**config.mk**
```make
export PLATFORM = sky130hd
export DESIGN_NAME = ping_pong_rd_ctrl_flat
export DESIGN_NICKNAME = d
export VERILOG_FILES = /design/src/rtl/ping_pong_rd_ctrl_if.sv /design/src/rtl/ping_pong_rd_ctrl.sv /design/src/flat_wrapper.sv
export SDC_FILE = /design/constraint.sdc
export NUM_CORES = 1
export LEC_CHECK = 0
export ABC_AREA = 1
export ABC_CLOCK_PERIOD_IN_PS = 2600
export CAP_MARGIN = 20
export CORE_ASPECT_RATIO = 0.9
export CORE_MARGIN = 4
export CORE_UTILIZATION = 57
export CTS_BUF_LIST = sky130_fd_sc_hd__clkbuf_8
export CTS_CLUSTER_DIAMETER = 40
export CTS_CLUSTER_SIZE = 20
export DETAILED_ROUTE_END_ITERATION = 8
export DONT_BUFFER_PORTS = 1
export PLACE_DENSITY = 0.72
export RECOVER_POWER = 100
export SLEW_MARGIN = 20
export SYNTH_ARGS = -nofsm -noshare
export SYNTH_HDL_FRONTEND = slang
export SYNTH_SLANG_ARGS = --single-unit
```
**constraint.sdc**
```tcl
create_clock -name clk -period 2.6 [get_ports clk]
set_input_delay 0.52 -clock clk [delete_from_list [all_inputs] [get_ports clk]]
set_output_delay 0.52 -clock clk [all_outputs]
set_load 0.01 [all_outputs]
```
**src/rtl/ping_pong_rd_ctrl_if.sv**
```systemverilog
// Bus bundle for the ping-pong read sequencer.
// Handshake: sa_advance acts as the ready for issue. An element issues in
// any READ cycle where sa_advance is 1, and its enable/address appear on the
// next cycle. out_valid marks read data at the buffer dout. It is never
// back-pressured: the consumer must accept data whenever out_valid is high.
// state_dbg mirrors the sequencer state (0 IDLE, 1 READ, 2 DRAIN, 3 RELEASE).
interface ping_pong_rd_ctrl_if #(
  parameter int ADDR_WIDTH  = 2,
  parameter int SLICE_WIDTH = 2
);
  logic                   rd_enable;
  logic [1:0]             bank_full;
  logic                   sa_advance;
  logic                   bank0_en;
  logic                   bank1_en;
  logic [ADDR_WIDTH-1:0]  rd_addr;
  logic [SLICE_WIDTH-1:0] slicing_idx;
  logic                   out_valid;
  logic                   out_last;
  logic                   out_bank;
  logic [1:0]             bank_release;
  logic                   busy;
  logic [15:0]            perf_stall_cnt;
  logic [15:0]            perf_bank_cnt;
  logic [1:0]             state_dbg;

  // Sequencer side
  modport master (
    input  rd_enable, bank_full, sa_advance,
    output bank0_en, bank1_en, rd_addr, slicing_idx, out_valid, out_last,
           out_bank, bank_release, busy, perf_stall_cnt, perf_bank_cnt, state_dbg
  );

  // Environment side (writer, systolic array, buffer consumer)
  modport slave (
    output rd_enable, bank_full, sa_advance,
    input  bank0_en, bank1_en, rd_addr, slicing_idx, out_valid, out_last,
           out_bank, bank_release, busy, perf_stall_cnt, perf_bank_cnt, state_dbg
  );
endinterface

```
**src/rtl/ping_pong_rd_ctrl.sv**
```systemverilog
// Read-side sequencer for one ping-pong buffer. Waits for the writer to
// mark the current bank full, walks pass > addr > slice, then hands the bank
// back with a one-cycle release pulse once the final read word has emerged.
// Banks alternate strictly 0, 1, 0, ...
// Optional feature macro: PP_RD_PERF_CNT_EN enables the saturating stall and
// released-bank counters; when undefined both perf ports read as zero.
module ping_pong_rd_ctrl #(
  parameter int DEPTH         = 4,
  parameter int ADDR_WIDTH    = $clog2(DEPTH),
  parameter int TOTAL_MODULES = 4,
  parameter int PASSES        = 1,
  parameter int RD_LATENCY    = 1
) (
  input logic                 clk,
  input logic                 rst_n,
  ping_pong_rd_ctrl_if.master bus
);

  localparam int SLICE_WIDTH = $clog2(TOTAL_MODULES);
  localparam int PASS_WIDTH  = (PASSES > 1) ? $clog2(PASSES) : 1;

  typedef enum logic [1:0] {
    IDLE    = 2'd0,
    READ    = 2'd1,
    DRAIN   = 2'd2,
    RELEASE = 2'd3
  } state_t;

  state_t                 state;
  state_t                 state_nxt;
  logic                   cur_bank;
  logic [ADDR_WIDTH-1:0]  addr_cnt;
  logic [SLICE_WIDTH-1:0] slice_cnt;
  logic [PASS_WIDTH-1:0]  pass_cnt;

  logic                   issue;
  logic                   issue_last;
  logic                   slice_end;
  logic                   addr_end;
  logic                   pass_end;

  logic                   en0_q;
  logic                   en1_q;
  logic                   last_q;
  logic                   bank_q;
  logic [ADDR_WIDTH-1:0]  addr_q;
  logic [SLICE_WIDTH-1:0] slice_q;
  logic [RD_LATENCY-1:0]  vld_sr;
  logic [RD_LATENCY-1:0]  last_sr;
  logic [RD_LATENCY-1:0]  bank_sr;
  logic [1:0]             release_q;

  assign issue      = (state == READ) && bus.sa_advance;
  assign slice_end  = (slice_cnt == SLICE_WIDTH'(TOTAL_MODULES - 1));
  assign addr_end   = (addr_cnt == ADDR_WIDTH'(DEPTH - 1));
  assign pass_end   = (pass_cnt == PASS_WIDTH'(PASSES - 1));
  assign issue_last = issue && slice_end && addr_end && pass_end;

  // State register
  always_ff @(posedge clk or negedge rst_n) begin
    if (!rst_n) state <= IDLE;
    else        state <= state_nxt;
  end

  // Next-state: DRAIN leaves as soon as the final word is visible at the output
  always_comb begin
    state_nxt = state;
    unique case (state)
      IDLE:    if (bus.rd_enable && bus.bank_full[cur_bank]) state_nxt = READ;
      READ:    if (issue_last) state_nxt = DRAIN;
      DRAIN:   if (vld_sr[RD_LATENCY-1] && last_sr[RD_LATENCY-1]) state_nxt = RELEASE;
      RELEASE: state_nxt = IDLE;
      default: state_nxt = IDLE;
    endcase
  end

  // Bank pointer: flips once the current bank has been handed back
  always_ff @(posedge clk or negedge rst_n) begin
    if (!rst_n)                 cur_bank <= 1'b0;
    else if (state == RELEASE)  cur_bank <= ~cur_bank;
  end

  // Nested walk counters; only an accepted issue moves them, so stalls never skip
  always_ff @(posedge clk or negedge rst_n) begin
    if (!rst_n) begin
      slice_cnt <= '0;
      addr_cnt  <= '0;
      pass_cnt  <= '0;
    end else if (state == RELEASE) begin
      slice_cnt <= '0;
      addr_cnt  <= '0;
      pass_cnt  <= '0;
    end else if (issue) begin
      if (slice_end) begin
        slice_cnt <= '0;
        if (addr_end) begin
          addr_cnt <= '0;
          pass_cnt <= pass_end ? '0 : pass_cnt + 1'b1;
        end else begin
          addr_cnt <= addr_cnt + 1'b1;
        end
      end else begin
        slice_cnt <= slice_cnt + 1'b1;
      end
    end
  end

  // Issue stage: registered enables, address and slice for the buffer read
  always_ff @(posedge clk or negedge rst_n) begin
    if (!rst_n) begin
      en0_q   <= 1'b0;
      en1_q   <= 1'b0;
      last_q  <= 1'b0;
      bank_q  <= 1'b0;
      addr_q  <= '0;
      slice_q <= '0;
    end else begin
      en0_q  <= issue && !cur_bank;
      en1_q  <= issue && cur_bank;
      last_q <= issue_last;
      bank_q <= cur_bank;
      if (issue) begin
        addr_q  <= addr_cnt;
        slice_q <= slice_cnt;
      end
    end
  end

  // Read-latency shift of valid/last/bank; free-running, never stalled
  always_ff @(posedge clk or negedge rst_n) begin
    if (!rst_n) begin
      vld_sr  <= '0;
      last_sr <= '0;
      bank_sr <= '0;
    end else begin
      vld_sr[0]  <= en0_q | en1_q;
      last_sr[0] <= last_q;
      bank_sr[0] <= bank_q;
      for (int i = 1; i < RD_LATENCY; i++) begin
        vld_sr[i]  <= vld_sr[i-1];
        last_sr[i] <= last_sr[i-1];
        bank_sr[i] <= bank_sr[i-1];
      end
    end
  end

  // Release pulse is high exactly during the RELEASE state
  always_ff @(posedge clk or negedge rst_n) begin
    if (!rst_n)                       release_q <= 2'b00;
    else if (state_nxt == RELEASE)    release_q <= cur_bank ? 2'b10 : 2'b01;
    else                              release_q <= 2'b00;
  end

`ifdef PP_RD_PERF_CNT_EN
  logic [15:0] stall_cnt;
  logic [15:0] bank_cnt;

  // Saturating performance counters, cleared by reset only
  always_ff @(posedge clk or negedge rst_n) begin
    if (!rst_n) begin
      stall_cnt <= '0;
      bank_cnt  <= '0;
    end else begin
      if ((state == READ) && !bus.sa_advance && (stall_cnt != 16'hFFFF))
        stall_cnt <= stall_cnt + 16'd1;
      if ((state == RELEASE) && (bank_cnt != 16'hFFFF))
        bank_cnt <= bank_cnt + 16'd1;
    end
  end

  assign bus.perf_stall_cnt = stall_cnt;
  assign bus.perf_bank_cnt  = bank_cnt;
`else
  assign bus.perf_stall_cnt = 16'd0;
  assign bus.perf_bank_cnt  = 16'd0;
`endif

  assign bus.bank0_en     = en0_q;
  assign bus.bank1_en     = en1_q;
  assign bus.rd_addr      = addr_q;
  assign bus.slicing_idx  = slice_q;
  assign bus.out_valid    = vld_sr[RD_LATENCY-1];
  assign bus.out_last     = last_sr[RD_LATENCY-1];
  assign bus.out_bank     = bank_sr[RD_LATENCY-1];
  assign bus.bank_release = release_q;
  assign bus.busy         = (state != IDLE);
  assign bus.state_dbg    = state;

endmodule

```
**src/flat_wrapper.sv**
```systemverilog
// flat-port wrapper written by rule: the top's interface ports become plain ports
module ping_pong_rd_ctrl_flat 
#(
  parameter int DEPTH         = 4,
  parameter int ADDR_WIDTH    = $clog2(DEPTH),
  parameter int TOTAL_MODULES = 4,
  parameter int PASSES        = 1,
  parameter int RD_LATENCY    = 1
)
  (clk, rst_n, bus_rd_enable, bus_bank_full, bus_sa_advance, bus_bank0_en, bus_bank1_en, bus_rd_addr, bus_slicing_idx, bus_out_valid, bus_out_last, bus_out_bank, bus_bank_release, bus_busy, bus_perf_stall_cnt, bus_perf_bank_cnt, bus_state_dbg);
  ping_pong_rd_ctrl_if #(.ADDR_WIDTH(ADDR_WIDTH), .SLICE_WIDTH((2))) bus_i ();
  input logic clk;
  input logic rst_n;
  input wire logic [$bits(bus_i.rd_enable)-1:0] bus_rd_enable;
  input wire logic [$bits(bus_i.bank_full)-1:0] bus_bank_full;
  input wire logic [$bits(bus_i.sa_advance)-1:0] bus_sa_advance;
  output wire logic [$bits(bus_i.bank0_en)-1:0] bus_bank0_en;
  output wire logic [$bits(bus_i.bank1_en)-1:0] bus_bank1_en;
  output wire logic [$bits(bus_i.rd_addr)-1:0] bus_rd_addr;
  output wire logic [$bits(bus_i.slicing_idx)-1:0] bus_slicing_idx;
  output wire logic [$bits(bus_i.out_valid)-1:0] bus_out_valid;
  output wire logic [$bits(bus_i.out_last)-1:0] bus_out_last;
  output wire logic [$bits(bus_i.out_bank)-1:0] bus_out_bank;
  output wire logic [$bits(bus_i.bank_release)-1:0] bus_bank_release;
  output wire logic [$bits(bus_i.busy)-1:0] bus_busy;
  output wire logic [$bits(bus_i.perf_stall_cnt)-1:0] bus_perf_stall_cnt;
  output wire logic [$bits(bus_i.perf_bank_cnt)-1:0] bus_perf_bank_cnt;
  output wire logic [$bits(bus_i.state_dbg)-1:0] bus_state_dbg;
  assign bus_i.rd_enable = bus_rd_enable;
  assign bus_i.bank_full = bus_bank_full;
  assign bus_i.sa_advance = bus_sa_advance;
  assign bus_bank0_en = bus_i.bank0_en;
  assign bus_bank1_en = bus_i.bank1_en;
  assign bus_rd_addr = bus_i.rd_addr;
  assign bus_slicing_idx = bus_i.slicing_idx;
  assign bus_out_valid = bus_i.out_valid;
  assign bus_out_last = bus_i.out_last;
  assign bus_out_bank = bus_i.out_bank;
  assign bus_bank_release = bus_i.bank_release;
  assign bus_busy = bus_i.busy;
  assign bus_perf_stall_cnt = bus_i.perf_stall_cnt;
  assign bus_perf_bank_cnt = bus_i.perf_bank_cnt;
  assign bus_state_dbg = bus_i.state_dbg;
  ping_pong_rd_ctrl #(.DEPTH(DEPTH), .ADDR_WIDTH(ADDR_WIDTH), .TOTAL_MODULES(TOTAL_MODULES), .PASSES(PASSES), .RD_LATENCY(RD_LATENCY)) u_core (.clk(clk), .rst_n(rst_n), .bus(bus_i));
endmodule
```
==> flow_summary_export.csv, run 1 <==
group,metric,value,unit
placement,routabilityCongestion,0.6884,
sta,max_slew.worst_pin.slew,0.8634,ns
sta,fin_setup_tns,0,ns
clock_tree,insertion_delay,0.25,ns
sta,fmax,674.2,MHz
status,status,"finished, final reports clean",
power_and_ir_drop,power_leakage,0.0006010,uW
clock_tree,cts_resized,0,
floorplan,die_w,53.45,microns
clock_tree,clock_path_buffers,2,
floorplan,die_h,48.91,microns
sta,setup_slack,1.117,ns
finish,syn_to_final_growth,-4.840,%
worst_setup_path,cp_max_fo,6,
placement,hpwl,1214,microns
worst_setup_path,worst_path_max_delay_cell,"dfrtp_1",
drt,first_pass_iters,4,
finish,layout_commonest_cell,"conb_1",
drt,first_iter_violations,11,
worst_setup_path,worstSetupStartpointType,"flop",
floorplan,rows,14,
power_and_ir_drop,vdd_drop_max,0.0003772,V
worst_setup_path,rr_worst_depth,5,
worst_setup_path,cp_data_required_time,2.08,ns
synth,synth_compound_area_share,0.9445,%
power_and_ir_drop,switching_share,19.13,%
clock_tree,clkTransAtPathRegs,0.07,ns
floorplan,ios,52,
synth,syn_inst,113,
power_and_ir_drop,power_frac_seq,48.6,%
flow_run,max_cap_violations,0,
global_routing,antenna_found_initial,0,
synth,synth_top_family_by_area,"buffers and inverters",
power_and_ir_drop,p_int,517.6,uW
power_and_ir_drop,p_sw,122.4,uW
finish,drive_gt1_share,6.034,%
sta,skew,0.001739,ns
clock_tree,cts.sinks,20,
placement,dpl_cell_area,958.4,sq um
sta,hold_violations,0,
sta,timing.final.setup_violations,0,
sta,layout_min_cycle_time,1.483,ns
synth,yosys.area_share.simple,21.37,%
worst_setup_path,crit_chain,"nor2_1, inv_1",
finish,fin_area,0.001008,sq mm
clock_tree,root_buffer,"clkbuf_8",
worst_hold_path,hp-class,"reg2reg",
sta,holdWs,0.3517,ns
sta,grt_setup_unrepaired,"false",
sta,fin_crit_sh,57.05,%
finish,final_util,58.75,%
floorplan,dieArea,0.002614,sq mm
drt,vias,621,
power_and_ir_drop,clockPowerShare,46.8,%
floorplan,core,0.001717,sq mm
global_routing,grt_max_degree,21,
placement,portBuffers,0,
clock_tree,cts_tree,"yes",
sta,slew_viol_final,0,
drt,drc,0,
worst_setup_path,end_kind,"primary output",
sta,slew_headroom,42.25,%
synth,synth.cell_area,0.001060,sq mm
synth,syn_area_per_cell,9.378,sq um
worst_setup_path,criticalPathCategory,"reg2out",
synth,synthXorXnorAreaFrac,0.8264,%
finish,final_cell_mix,"conb_1 (32), dfrtp_1 (20), nand2_1 (19)",
worst_setup_path,arrival,0.96,ns
synth,synth_cell_type_count,18,
worst_hold_path,holdPathStages,0,
worst_setup_path,critPathMaxStageDelay,0.46,ns
global_routing,grt-ovfl-total,0,
power_and_ir_drop,power_density,634.6,mW/mm^2
global_routing,track_usage,12.66,%
floorplan,initial_core_util,61.73,%
global_routing,grt_pass1_vias,573,
drt,routed_wl,1598,microns
synth,synth_adder_area_share,2.361,%
clock_tree,cts_buffers,3,
clock_tree,cts_max_level,1,
finish,num-nets-final,125,
synth,synthMuxAreaShare,0,%
placement,place_ws,1.304,ns
drt,final_antenna_net_count,0,
synth,ys_seq_elements,20,
global_routing,grt_pass1_wl,2490,microns
synth,yosysSeqAreaShare,47.23,%
power_and_ir_drop,pwr-share-comb,4.6,%
drt,routedWlPerCell,11.41,microns
finish,diodes,0,
synth,yosys_warnings,0,
drt,viasPerCell,4.436,
-- worst max-delay path, delay by kind of cell, from the launching register on --
kind	cells	cell delay, ns
flops	1	0.46
simple gates	1	0.16
buf+inv	1	0.09
-- cell usage after synthesis --
cell / number / area, sq um
ha_1: 2 / 25.02
nor2_1: 8 / 30.03
nand3_4: 1 / 17.52
conb_1: 1 / 3.750
nand3_1: 10 / 50.05
nor2_8: 1 / 20.02
xor2_1: 1 / 8.760
nand4_1: 1 / 6.260
nand2_1: 19 / 71.32
dfrtp_1: 20 / 500.5
inv_1: 8 / 30.03
inv_2: 2 / 7.510
nor2_2: 2 / 12.51
nand4_2: 1 / 12.51
buf_4: 33 / 247.7
or2_2: 1 / 6.260
a21oi_1: 1 / 5.000
o21ai_0: 1 / 5.000
-- state kept, by name (all words and copies together) (netlist names) --
name                     cells
u_core.addr_cnt              2
u_core.bus.bank_release      2
u_core.bus.rd_addr           2
u_core.bus.slicing_idx       2
u_core.bus.state_dbg         2
u_core.slice_cnt             2
u_core.bank_q                1
u_core.bus.bank0_en          1
u_core.bus.bank1_en          1
u_core.bus.out_bank          1
u_core.bus.out_last          1
u_core.bus.out_valid         1
u_core.cur_bank              1
u_core.last_q                1
-- what timing repair did --
| action | CTS | global route |
|---|---|---|
| hold buffers | 1 | 0 |
| hold endpoints to repair | 20 | 0 |
| buffers inserted | 0 | 0 |
-- power groups by stage --
stage                     clock network, uW  logic (uW)  registers [uW]
after floorplan                           0        59.5             317
after global placement                    0        21.2             317
after detailed placement                  0        21.3             317
after CTS                               305        28.3             311
after global routing                    320        34.1             311
final                                   300        29.4             311
-- stage by stage --
| stage | power, uW | instances |
|---|---|---|
| global placement | 338.3 | 135 |
| floorplan | 376.6 | 144 |
| finish | 640.0 | 140 |
| detailed placement | 338.3 | 135 |
| global route | 664.6 | 140 |
| CTS | 643.8 | 140 |
-- cell type report --
type | count | area (sq um)
Tap cell | 24 | 30.03
Clock inverter | 1 | 30.03
Clock buffer | 3 | 41.29
Multi-Input combinational cell | 81 | 359.1
Inverter | 10 | 37.54
Timing Repair Buffer | 1 | 10.01
Sequential cell | 20 | 500.5
Fill cell | 148 | 708.2
-- logic make-up after synthesis --
family,after synthesis
XOR/XNOR,1
adder cells (fa/ha/maj),2
AO/OA/AOI/OAI,2
flip-flops,20
AND/OR/NAND/NOR,44
other,1
buffers and inverters,43
-- final timing paths --
| check | endpoint | slack [ns] | from |
|---|---|---|---|
| min in group asynchronous | u_core.bus.out_last | 0.83 | rst_n |
| max in group asynchronous | u_core.addr_cnt[0] | 1.24 | rst_n |
| max reg2reg | u_core.addr_cnt[1] | 1.16 | u_core.bus.state_dbg[0] |
| min reg2reg | u_core.bus.out_last | 0.35 | u_core.last_q |
| max | bus_busy | 1.12 | u_core.bus.state_dbg[0] |
| min | u_core.bus.out_last | 0.35 | u_core.last_q |
-- layer usage --
layer / vias to the layer above / wire (microns) / global-route usage, %
li1: 287 / - / -
met1: 297 / 634 / 14.54
met2: 35 / 794 / 22.04
met3: 2 / 160 / 3.670
met4: 0 / 8 / 3.830
met5: - / 0 / 0
Note: power is estimated with default switching activity, not from simulation.
==> run 2, diff against run 1 <==
--- a/config.mk
+++ b/config.mk
@@ -6,7 +6,7 @@
 export NUM_CORES = 1
 export LEC_CHECK = 0
 export ABC_AREA = 1
-export ABC_CLOCK_PERIOD_IN_PS = 2600
+export ABC_CLOCK_PERIOD_IN_PS = 1300
 export CAP_MARGIN = 20
 export CORE_ASPECT_RATIO = 0.9
 export CORE_MARGIN = 4
@@ -16,7 +16,7 @@
 export CTS_CLUSTER_SIZE = 20
 export DETAILED_ROUTE_END_ITERATION = 8
 export DONT_BUFFER_PORTS = 1
-export PLACE_DENSITY = 0.72
+export PLACE_DENSITY = 0.75
 export RECOVER_POWER = 100
 export SLEW_MARGIN = 20
 export SYNTH_ARGS = -nofsm -noshare
==> constraint.sdc (replaced) <==
create_clock -name clk -period 1.3 [get_ports clk]
set_input_delay 0.26 -clock clk [delete_from_list [all_inputs] [get_ports clk]]
set_output_delay 0.26 -clock clk [all_outputs]
set_load 0.01 [all_outputs]
==> run 2 against run 1 <==
  * Critical path depth stayed put
  * Routed wire length is 1.9% higher
  * Sequential cell count stayed put
  * Clock power is 110% higher
  * Worst setup slack worse by 1.1 ns
  * Sequential power is 100% higher
  * Utilization is 1.1 points higher
  * Hold slack worse by 0.21 ns
  * Global-route usage is 0.74 points higher
  * Largest cell class unchanged
==> flow_summary_export.csv, run 2 (same netlist as run 1, synthesis figures left out) <==
group,metric,value,unit
finish,area.sequential,503.0,sq um
clock_tree,cts_max_level,1,
placement,routabilityCongestion,0.7697,
placement,hpwl,1243,microns
sta,skew,0.004728,ns
worst_hold_path,hp-class,"in2reg",
flow_run,max_cap_violations,0,
drt,vias,614,
floorplan,rows,14,
finish,drive_gt1_share,8.621,%
finish,multiInputGateArea,381.6,sq um
sta,timing.final.setup_violations,0,
worst_setup_path,crit_chain,"nor2_2, inv_1",
sta,fin_crit_sh,96.09,%
finish,diodes,0,
power_and_ir_drop,vdd_drop_max,0.0005521,V
global_routing,grt_pass1_vias,594,
global_routing,grt_pass1_wl,2642,microns
global_routing,grt_max_degree,21,
floorplan,ios,52,
floorplan,core,0.001717,sq mm
global_routing,grt-ovfl-total,0,
sta,slew_viol_final,0,
worst_setup_path,arrival,0.99,ns
status,status,"finished, final reports clean",
sta,fin_setup_tns,0,ns
finish,nFillCells,163,
power_and_ir_drop,power_density,1263,mW/mm^2
placement,place_ws,0.1320,ns
power_and_ir_drop,power.total,1298,uW
clock_tree,insertion_delay,0.26,ns
sta,hold_violations,0,
clock_tree,cts_tree,"yes",
drt,drc,0,
clock_tree,root_buffer,"clkbuf_8",
placement,dpl_cell_area,958.4,sq um
sta,fmax,800.5,MHz
sta,layout_min_cycle_time,1.249,ns
clock_tree,clkTransAtPathRegs,0.08,ns
clock_tree,clock_path_buffers,2,
floorplan,initial_core_util,61.73,%
sta,max_slew.worst_pin.slew,1.023,ns
drt,first_iter_violations,7,
worst_setup_path,worstSetupStartpointType,"flop",
drt,viasPerCell,4.386,
worst_setup_path,criticalPathCategory,"reg2out",
worst_setup_path,critPathMaxStageDelay,0.50,ns
power_and_ir_drop,power_leakage,0.0006202,uW
drt,routedWlPerCell,11.63,microns
global_routing,track_usage,13.41,%
finish,layout_commonest_cell,"conb_1",
sta,grt_setup_unrepaired,"false",
floorplan,die_w,53.45,microns
sta,slew_headroom,31.82,%
clock_tree,post_cts_buffers,0,
worst_setup_path,cp_max_fo,6,
finish,syn_to_final_growth,-3.069,%
worst_setup_path,end_kind,"primary output",
drt,first_pass_iters,4,
global_routing,antenna_found_initial,0,
drt,routed_wl,1628,microns
floorplan,dieArea,0.002614,sq mm
sta,setup_slack,0.05086,ns
clock_tree,cts.sinks,20,
clock_tree,cts_buffers,3,
finish,fin_area,0.001027,sq mm
finish,num-nets-final,125,
finish,final_cell_mix,"conb_1 (32), nand2_1 (19), dfrtp_1 (18)",
drt,final_antenna_net_count,0,
placement,portBuffers,0,
floorplan,die_h,48.91,microns
worst_setup_path,cp_data_required_time,1.04,ns
worst_setup_path,worst_path_max_delay_cell,"dfrtp_2",
## run 2: stage by stage
stage,utilization (%),instances,hold WS (ns)
global placement,55.83,135,-0.03516
CTS,60.71,140,0.1401
detailed placement,55.83,135,-0.03513
floorplan,-,144,-0.03559
global route,59.84,140,0.1487
finish,59.84,140,0.1401
## run 2: final cells by class
type	count	share of cell area (%)
well taps	24	2.923
flip-flops and latches	20	48.96
multi-input cells	81	37.15
inverters	10	3.654
clock buffers	3	4.019
clock inverters	1	2.923
repair buffers	1	0.3654
## run 2: layer usage
metal	vias up	global-route usage [%]	routed length, microns
li1	288	-	-
met1	281	16.83	639
met2	42	21.02	755
met3	3	3.364	210
met4	0	6.383	23
met5	-	0	0
## run 2: timing repair
item | in CTS | in global routing
resized for setup | 2 | 2
endpoints found under the setup margin | 1 | 21
hold buffers | 1 | 0
hold endpoints to repair | 20 | 0
## run 2: final timing paths
kind / from / to / slack, ns / depth (start not counted)
worst min-delay path: bus_sa_advance / u_core.slice_cnt[1] / 0.14 / 2
worst max-delay path: u_core.bus.state_dbg[1] / bus_busy / 0.05 / 2
worst min register to register: u_core.bank_q / u_core.bus.out_bank / 0.35 / 0
min in group asynchronous: rst_n / u_core.bank_q / 0.15 / 1
max in group asynchronous: rst_n / u_core.bus.state_dbg[0] / 0.47 / 1
worst max register to register: u_core.bus.state_dbg[0] / u_core.bus.state_dbg[0] / 0.14 / 5
## run 2: where the power goes
group	switching, uW	leakage (uW)	internal [uW]
sequential	0	0.000267	622
clock	208	0.0000357	411
combinational	55.4	0.000317	1.73
total	263	0.000620	1030
## run 2: critical path: cells and delay by family, from the launching register on
kind          cells  cell delay [ns]
simple gates      1             0.14
flops             1             0.50
buf+inv           1             0.09
==> run 3, diff against run 2 <==
--- a/config.mk
+++ b/config.mk
@@ -6,7 +6,7 @@
 export NUM_CORES = 1
 export LEC_CHECK = 0
 export ABC_AREA = 1
-export ABC_CLOCK_PERIOD_IN_PS = 1300
+export ABC_CLOCK_PERIOD_IN_PS = 1250
 export CAP_MARGIN = 20
 export CORE_ASPECT_RATIO = 0.9
 export CORE_MARGIN = 4
@@ -16,7 +16,7 @@
 export CTS_CLUSTER_SIZE = 20
 export DETAILED_ROUTE_END_ITERATION = 8
 export DONT_BUFFER_PORTS = 1
-export PLACE_DENSITY = 0.75
+export PLACE_DENSITY = 0.72
 export RECOVER_POWER = 100
 export SLEW_MARGIN = 20
 export SYNTH_ARGS = -nofsm -noshare
==> constraint.sdc (replaced) <==
create_clock -name clk -period 1.25 [get_ports clk]
set_input_delay 0.25 -clock clk [delete_from_list [all_inputs] [get_ports clk]]
set_output_delay 0.25 -clock clk [all_outputs]
set_load 0.01 [all_outputs]
==> run 3 against run 2 <==
  * Worst setup slack worse by 0.025 ns
  * Clock skew decreased by 0.0035 ns
  * Utilization up 0.44 points
  * Sequential power up 4.0%
  * Clock-buffer cell count grew 1
  * Register-to-register slack worse by 0.04 ns
  * Non-clock buffer count up 1
  * Combinational power rose by 5.8%
  * Die area is the same
  * Clock power shrank 22%
  * Hold slack lost 0.0055 ns
  * Largest cell class unchanged
==> flow_summary_export.csv, run 3 (same netlist as run 1, synthesis figures left out) <==
group,metric,value,unit
worst_setup_path,reg2reg_from,"u_core.bus.state_dbg[0]",
floorplan,die_h,48.91,microns
clock_tree,clkTransAtPathRegs,0.07,ns
clock_tree,insertion_delay,0.25,ns
clock_tree,cts_tree,"yes",
worst_setup_path,criticalPathCategory,"reg2out",
global_routing,grt_pass1_wl,2856,microns
finish,fin_area,0.001035,sq mm
placement,hpwl,1326,microns
sta,setup_slack,0.02622,ns
worst_setup_path,r2r_slack,0.10,ns
worst_setup_path,rr_worst_depth,5,
sta,skew,0.001185,ns
floorplan,core,0.001717,sq mm
power_and_ir_drop,power_density,1152,mW/mm^2
drt,drc,0,
sta,layout_min_cycle_time,1.224,ns
floorplan,initial_core_util,61.73,%
placement,dpl_cell_area,958.4,sq um
placement,portBuffers,0,
power_and_ir_drop,vdd_drop_max,0.0005793,V
finish,num-nets-final,126,
worst_setup_path,arrival,0.97,ns
sta,timing.final.setup_violations,0,
status,status,"finished, final reports clean",
drt,vias,641,
global_routing,grt_max_degree,21,
worst_setup_path,reg2reg_to,"u_core.addr_cnt[1]",
worst_setup_path,worstSetupStartpointType,"flop",
global_routing,track_usage,15.00,%
floorplan,rows,14,
finish,diodes,0,
placement,routabilityCongestion,0.7059,
floorplan,ios,52,
global_routing,antenna_found_initial,0,
drt,viasPerCell,4.546,
worst_hold_path,hold_path_end,"u_core.bus.slicing_idx[1]",
floorplan,dieArea,0.002614,sq mm
flow_run,max_cap_violations,0,
finish,layout_commonest_cell,"conb_1",
sta,slew_viol_final,0,
finish,drive_gt1_share,14.53,%
placement,placedCellCount,135,
finish,final_util,60.28,%
clock_tree,clock_path_buffers,2,
worst_setup_path,end_kind,"primary output",
drt,first_iter_violations,7,
clock_tree,cts.sinks,20,
placement,place_ws,0.06625,ns
worst_hold_path,holdPathStages,2,
floorplan,die_w,53.45,microns
sta,hold_violations,0,
worst_setup_path,cp_data_required_time,1.00,ns
finish,fin_cells,141,
global_routing,grt-ovfl-total,0,
drt,first_pass_iters,4,
worst_hold_path,hp-class,"in2reg",
finish,final_cell_mix,"conb_1 (32), nand2_1 (19), dfrtp_1 (18)",
drt,routedWlPerCell,13.04,microns
clock_tree,cts_buffers,3,
finish,syn_to_final_growth,-2.361,%
sta,fmax,817.1,MHz
global_routing,grt_pass1_vias,651,
sta,holdWs,0.1346,ns
sta,max_slew.worst_pin.slew,1.043,ns
power_and_ir_drop,power_leakage,0.0006206,uW
drt,final_antenna_net_count,0,
sta,fin_crit_sh,97.90,%
drt,routed_wl,1839,microns
worst_hold_path,min_from,"bus_sa_advance",
sta,slew_headroom,30.50,%
clock_tree,root_buffer,"clkbuf_8",
clock_tree,cts_max_level,1,
worst_setup_path,cp_max_fo,6,
sta,grt_setup_unrepaired,"true",
## run 3: cell types whose count changed in the layout (fill, tap and decap cells not counted), sizes merged
cell	before	now
clkbuf	4	5
bufinv	1	0
buf	0	1
## run 3: worst max path at each step
stage | start | endpoint | slack, ns | cells after the start
after global placement | u_core.bus.state_dbg[1] | u_core.cur_bank | 0.12 | 2
after CTS | rst_n | u_core.bus.state_dbg[1] | 0.004 | 1
after global routing | u_core.bus.state_dbg[1] | bus_busy | -0.008 | 2
after detailed placement | u_core.bus.state_dbg[1] | u_core.addr_cnt[0] | 0.07 | 5
final | u_core.bus.state_dbg[1] | bus_busy | 0.03 | 2
after floorplan | u_core.bus.state_dbg[0] | u_core.addr_cnt[0] | 0.23 | 5
## run 3: critical path, cell delays in order (launching register included)
cell and delay [ns]:
dfrtp_2 0.51, nor2_4 0.15, inv_2 0.06
## run 3: report_power, final
group | leakage, uW | internal [uW] | switching, uW
registers | 0.000267 | 647 | 0
clock network | 0.0000288 | 280 | 205
logic | 0.000325 | 1.79 | 58.6
total | 0.000621 | 928 | 264
## run 3: area by class of cell
cell class              instances  area, sq um
inverters                      10        37.54
flip-flops and latches         20        503.0
well taps                      24        30.03
fillers                       152        681.9
repair buffers                  2        11.26
clock buffers                   4        55.05
multi-input cells              81        397.9
## run 3: layer usage
layer,share of wire (%),global-route usage (%),vias to the layer above
li1,-,-,295
met1,35,14.81,299
met2,53,25.92,41
met3,11,4.281,6
met4,1.6,10.21,0
met5,0,0,-
## run 3: stage by stage
step                power (uW)  setup TNS (ns)
floorplan                783.3               0
global placement         703.6               0
detailed placement       704.1               0
CTS                       1197               0
global route              1245       -0.007752
finish                    1192               0
## run 3: repair_timing
| action | in CTS | in global routing |
|---|---|---|
| gates resized for setup | 3 | 3 |
| pin swaps | 0 | 1 |
| setup buffers | 0 | 1 |
| setup endpoints to repair | 1 | 16 |
| endpoints found under the hold margin | 20 | 0 |
| hold buffers | 1 | 0 |
